--- src/rtl/mailbox_monitor.sv ---
// mailbox_monitor: AHB-Lite console mailbox that queues per-channel bytes and tracks test status
module mailbox_monitor #(
    parameter logic [31:0] BASE_ADDR  = 32'hD0580000,
    parameter int          NUM_CH     = 4,
    parameter int          FIFO_DEPTH = 16,
    parameter logic [31:0] TIMEOUT    = 32'h1800,
    localparam int         CW         = NUM_CH > 1 ? $clog2(NUM_CH) : 1
) (
    input  logic          HCLK,
    input  logic          HRESETn,
    input  logic          HSEL,
    input  logic [31:0]   HADDR,
    input  logic [1:0]    HTRANS,
    input  logic          HWRITE,
    input  logic [2:0]    HSIZE,
    input  logic          HREADY,
    input  logic [63:0]   HWDATA,
    output logic          HREADYOUT,
    output logic          HRESP,
    output logic [63:0]   HRDATA,
    output logic          out_valid,
    input  logic          out_ready,
    output logic [7:0]    out_char,
    output logic [CW-1:0] out_ch,
    output logic          test_done,
    output logic          test_pass,
    output logic          timeout,
    output logic          overflow,
    output logic [31:0]   cycle_cnt
);
    localparam int AW = $clog2(FIFO_DEPTH);

    logic [31:0]   off;
    logic          hit;
    logic          dp_valid, dp_write, dp_hit;
    logic [2:0]    dp_lane;
    logic [CW-1:0] dp_ch;
    logic          wr_en, ch0, is_code, is_clr, locked;
    logic          set_pass, set_fail, done_next, push, pop, full, drop, to_hit;
    logic [7:0]    wbyte;
    logic [31:0]   cnt_next;
    logic [AW:0]   wr_ptr, rd_ptr, count;
    logic [CW+7:0] mem [FIFO_DEPTH];
    logic [CW+7:0] head;
    logic          unused_ok;

    // HSIZE is irrelevant: every write captures exactly the byte lane named by the address
    assign unused_ok = &{1'b0, HSIZE, HTRANS[0]};

    assign HREADYOUT = 1'b1;
    assign HRESP     = 1'b0;

    assign off = HADDR - BASE_ADDR;
    assign hit = off < 32'(NUM_CH * 8);

    assign wr_en   = dp_valid & dp_write & dp_hit & HREADY;
    assign wbyte   = HWDATA[8*dp_lane +: 8];
    assign ch0     = dp_ch == '0;
    assign is_code = ch0 & (wbyte == 8'hFF || wbyte == 8'h01);
    assign is_clr  = ch0 & dp_lane == 3'd1 & wbyte == 8'h00;
    assign locked  = test_done | timeout;

    assign set_pass  = wr_en & is_code & ~locked & wbyte == 8'hFF;
    assign set_fail  = wr_en & is_code & ~locked & wbyte == 8'h01;
    assign done_next = test_done | set_pass | set_fail;

    assign cnt_next = &cycle_cnt ? cycle_cnt : cycle_cnt + 32'd1;
    assign to_hit   = TIMEOUT != 32'd0 && cnt_next == TIMEOUT && !done_next;

    assign count     = wr_ptr - rd_ptr;
    assign out_valid = wr_ptr != rd_ptr;
    assign full      = (wr_ptr ^ rd_ptr) == {1'b1, {AW{1'b0}}};
    assign pop       = out_valid & out_ready;
    assign push      = wr_en & ~is_code & ~is_clr;
    assign drop      = push & full & ~pop;

    assign head     = mem[rd_ptr[AW-1:0]];
    assign out_char = head[7:0];
    assign out_ch   = head[CW+7:8];

    assign HRDATA = (dp_valid & ~dp_write & dp_hit & ch0) ?
                    {cycle_cnt, 20'd0, overflow, timeout, test_pass, test_done, 8'(count)} : 64'd0;

    // Register the accepted address phase for use in the following data phase
    always_ff @(posedge HCLK or negedge HRESETn) begin
        if (!HRESETn) begin
            dp_valid <= 1'b0;
            dp_write <= 1'b0;
            dp_hit   <= 1'b0;
            dp_lane  <= '0;
            dp_ch    <= '0;
        end else if (HREADY) begin
            dp_valid <= HSEL & HTRANS[1];
            dp_write <= HWRITE;
            dp_hit   <= hit;
            dp_lane  <= off[2:0];
            dp_ch    <= off[3 +: CW];
        end
    end

    // Sticky status flags and the saturating cycle counter
    always_ff @(posedge HCLK or negedge HRESETn) begin
        if (!HRESETn) begin
            cycle_cnt <= '0;
            test_done <= 1'b0;
            test_pass <= 1'b0;
            timeout   <= 1'b0;
            overflow  <= 1'b0;
        end else begin
            cycle_cnt <= cnt_next;
            test_done <= done_next;
            test_pass <= set_pass | (test_pass & ~set_fail);
            timeout   <= timeout | to_hit;
            overflow  <= drop | (overflow & ~(wr_en & is_clr));
        end
    end

    // FIFO pointers with an extra wrap bit; a push into a full FIFO succeeds only alongside a pop
    always_ff @(posedge HCLK or negedge HRESETn) begin
        if (!HRESETn) begin
            wr_ptr <= '0;
            rd_ptr <= '0;
        end else begin
            if (push & (~full | pop))
                wr_ptr <= wr_ptr + 1'b1;
            if (pop)
                rd_ptr <= rd_ptr + 1'b1;
        end
    end

    // FIFO storage holds {channel, byte}; contents need no reset
    always_ff @(posedge HCLK) begin
        if (push & (~full | pop))
            mem[wr_ptr[AW-1:0]] <= {dp_ch, wbyte};
    end
endmodule

--- config.mk ---
export PLATFORM = sky130hd
export DESIGN_NAME = mailbox_monitor
export DESIGN_NICKNAME = d
export VERILOG_FILES = /design/src/rtl/mailbox_monitor.sv
export SDC_FILE = /design/constraint.sdc
export NUM_CORES = 1
export LEC_CHECK = 0
export ABC_AREA = 0
export BUFFER_PORTS_ARGS = -buffer_cell sky130_fd_sc_hd__buf_2
export CORE_UTILIZATION = 47
export DETAILED_ROUTE_END_ITERATION = 12
export GPL_TIMING_DRIVEN = 0
export PLACE_DENSITY = 0.77
export SKIP_LAST_GASP = 1
export SYNTH_ARGS = -nofsm -noshare
export SYNTH_HDL_FRONTEND = slang
export SYNTH_SLANG_ARGS = --single-unit
--- constraint.sdc ---
create_clock -name HCLK -period 5.05 [get_ports HCLK]
set_input_delay 1.01 -clock HCLK [delete_from_list [all_inputs] [get_ports HCLK]]
set_output_delay 1.01 -clock HCLK [all_outputs]
set_load 0.02 [all_outputs]
==> results.sh <==
export IMPL_ys_async_sr_fraction_pct=25.2
export IMPL_num_rows=54
export IMPL_worstPathMaxFanout=10
export IMPL_cp_cell_sequence="clkbuf_1 -> buf_1 -> mux4_2 -> mux4_2 -> buf_2"
export IMPL_sw_frac_of_total_pct=29.6
export IMPL_cts_resized=0
export IMPL_critPathMostFrequentCell="mux4_2"
export IMPL_die_w_um=152
export IMPL_globalRouteTotalUtil_pct=23.7
export IMPL_multiInputGateArea_um2=4010
export IMPL_hold_class="reg -> reg"
export IMPL_fin_util_pct=57.5
export IMPL_syn_to_final_growth_pct=19.7
export IMPL_max_vdd_ir_drop_mv=0.205
export IMPL_synth_edff_count=160
export IMPL_min_from="rd_ptr[4]$_DFFE_PN0P_"
export IMPL_synth_seq_area_share_pct=58.5
export IMPL_clock_sinks=214
export IMPL_detail_route_vias_per_cell=5.73
export IMPL_gp_congestion=0.891
export IMPL_setup_worst_path_start="rd_ptr[0]$_DFFE_PN0P_"
export IMPL_max_cap_violations=0
export IMPL_cts_root_buf="clkbuf_16"
export IMPL_coreArea_um2=21900
export IMPL_synth_seq_cells=214
export IMPL_grt_pass1_wl_um=40000
export IMPL_synth_xor_area_share_pct=3.25
export IMPL_criticalPathCategory="reg -> out"
export IMPL_rsz0062_at_grt="no"
export IMPL_p_int_uw=3400
export IMPL_drt_pass1_iter_count=5
export IMPL_final_cell_mix="buf_2 (199), edfxtp_1 (160), mux4_2 (66)"
export IMPL_start_util_pct=48.0
export IMPL_synthTopCellsByArea="edfxtp_1 (46%), mux4_2 (14%), dfrtp_1 (13%)"
export IMPL_setup_slack_ns=0.662
export IMPL_synth_yosys_warnings=0
export IMPL_fin_worst_skew_ns=0.0128
export IMPL_power_density_nw_per_um2=384
export IMPL_placed_area_um2=11900
export IMPL_drtIter0Drc=500
export IMPL_startpoint_type="register"
export IMPL_synth_mux_area_share_pct=15.3
export IMPL_synth_main_ff_cell="edfxtp_1"
export IMPL_reg2reg_from="rd_ptr[1]$_DFFE_PN0P_"
export IMPL_n_fill_cell=1770
export IMPL_dp_slack_ns=0.752
export IMPL_synth_compound_area_share_pct=3.66
export IMPL_p_comb_share_pct=27.8
export IMPL_insertion_delay_ns=0.51
export IMPL_netlist_instances=724
export IMPL_clk_pin_slew_ns=0.07
export IMPL_die_h_um=152
export IMPL_die_area_um2=23000
export IMPL_slowest_stage="buf_1"
export IMPL_hpwlAfterDp_um=18500
export IMPL_drc=0
export IMPL_cp_arrival_ns=3.38
export IMPL_worstPathRequired_ns=4.04
export IMPL_drive_gt1_share_pct=36.6
export IMPL_fin_total_pwr_uw=4830
export IMPL_clockBufferDepth=3
export IMPL_cts_setup_buffers=0
export IMPL_num_vias=7216
export IMPL_synth_area_leader_cell="edfxtp_1"
export IMPL_io_buffers=190
export IMPL_worstMarginPinSlew_ns=1.33
export IMPL_slew_limit_headroom_pct=10.8
export IMPL_layout_nets=1081
export IMPL_cts_tree="yes"
export IMPL_pin_count=220
export IMPL_synth_top_family_by_area="multiplexers"
export IMPL_synth_avg_cell_area_um2=14.5
export IMPL_totalWireLength_um=27100
export IMPL_grt_pass1_vias=6869
export IMPL_fin_crit_sh_pct=86.9
export IMPL_antenna_found_initial=1
export IMPL_hold_violations=0
export IMPL_setup_viol=0
export IMPL_yosysUniqueCellTypes=71
export IMPL_finalMaxSlewViolations=0
export IMPL_period_needed_ns=4.39
export IMPL_p_seq_share_pct=41.5
export IMPL_routedWlPerCell_um=21.5
export IMPL_register_area_um2=6160
export IMPL_mostFrequentLayoutCell="buf_2"
export IMPL_clkPwrFrac_pct=30.6
export IMPL_p_leak_uw=0.00512
export IMPL_netlist_area_leader_share_pct=45.7
export IMPL_cts_made_buffers=22
export IMPL_outcome="finished clean"
export IMPL_ant_nets=0
export IMPL_postLayoutCellArea_um2=12600
export IMPL_grt_max_degree=55
export IMPL_h_tree_depth=1
export IMPL_grt_remaining_overflow=0
export IMPL_syn_area_um2=10500
export IMPL_synthSimpleGateAreaFrac_pct=13.3
export IMPL_synthAdderAreaFrac_pct=1.50
export IMPL_slowest_delay_ns=0.87
export IMPL_max_freq_ghz=0.228
export IMPL_hold_buffers=0
export IMPL_power_net_switching_uw=1430
export IMPL_critPathCaptureType="output pin"
[worst max-delay path, delay by kind of cell (launching register included)]
kind / cells / cell delay [ns]
mux: 2 / 1.12
buf+inv: 3 / 1.35
flops: 1 / 0.40
[state kept, by name, summed over array words and instances, names as in the netlist, 2 cells and up]
name,flops
cycle_cnt,32
mem,160
rd_ptr,5
dp_ch,2
wr_ptr,5
dp_lane,3
[synth_stat cells (8+ instances only)]
cell / n
a21oi_1: 12
and2_1: 40
and3_1: 14
buf_2: 9
buf_4: 27
clkbuf_1: 21
dfrtp_1: 54
edfxtp_1: 160
ha_1: 11
inv_1: 15
mux2_2: 9
mux4_2: 66
nand2_1: 47
nand3_1: 19
nand4_1: 22
nor2_1: 31
nor3_1: 8
nor4_1: 12
o21ai_0: 11
xnor2_1: 17
xor2_1: 22
[power groups by stage]
stage | Sequential (µW) | Combinational [µW] | Clock (µW)
6_report | 2010 | 1340 | 1480
3_3_place_gp | 2040 | 1310 | 0
2_1_floorplan | 2030 | 952 | 0
3_5_place_dp | 2040 | 1340 | 0
5_1_grt | 2010 | 1460 | 1570
4_1_cts | 2010 | 1360 | 1500
[routing by layer]
layer	global-route usage, %	part of all wire, %	up-vias
met2	38.8	49	361
met4	8.32	3.4	0
li1	-	-	3226
met5	0	0	-
met3	4.22	7.5	60
met1	31.8	40	3569
[stage by stage]
stage / hold WS, ns / std cells / setup TNS, ns
floorplan: 0.462 / 747 / 0
global placement: 0.481 / 1217 / -8.27
detailed placement: 0.484 / 1218 / 0
CTS: 0.496 / 1258 / 0
global route: 0.520 / 1258 / 0
finish: 0.497 / 1260 / 0
[cell type report]
cell class / instances / share of cell area (%)
antenna: 2 / 0.0397
buffer: 67 / 3.19
clock buffer: 28 / 4.63
clock inverter: 12 / 0.576
inverter: 15 / 0.447
multi-input combinational: 451 / 31.8
sequential: 214 / 48.9
tap: 280 / 2.78
timing repair buffer: 191 / 7.61
[cells by family (layout without fill, tap and decap cells)]
kind of cell,after synthesis,count (layout)
other,2,27
adders and majority gates,12,12
AOI/OAI and AO/OA,55,55
xor gates and xnor gates,39,39
muxes,77,77
DFF,214,214
and+or+nand+nor,243,243
buffers and inverters,82,313
[final timing paths]
| path | end | slack (ns) | cells after the start |
|---|---|---|---|
| worst min-delay path | rd_ptr[4]$_DFFE_PN0P_ | 0.50 | 1 |
| max in group asynchronous | wr_ptr[4]$_DFFE_PN0P_ | 3.53 | 1 |
| worst max register to register | mem[3][4]$_DFFE_PP_ | 0.83 | 11 |
| worst max-delay path | out_ch[1] | 0.66 | 5 |
| min in group asynchronous | cycle_cnt[21]$_DFF_PN0_ | 0.76 | 1 |
| worst min register to register | rd_ptr[4]$_DFFE_PN0P_ | 0.50 | 1 |
Power figures use the tool's default switching activity.
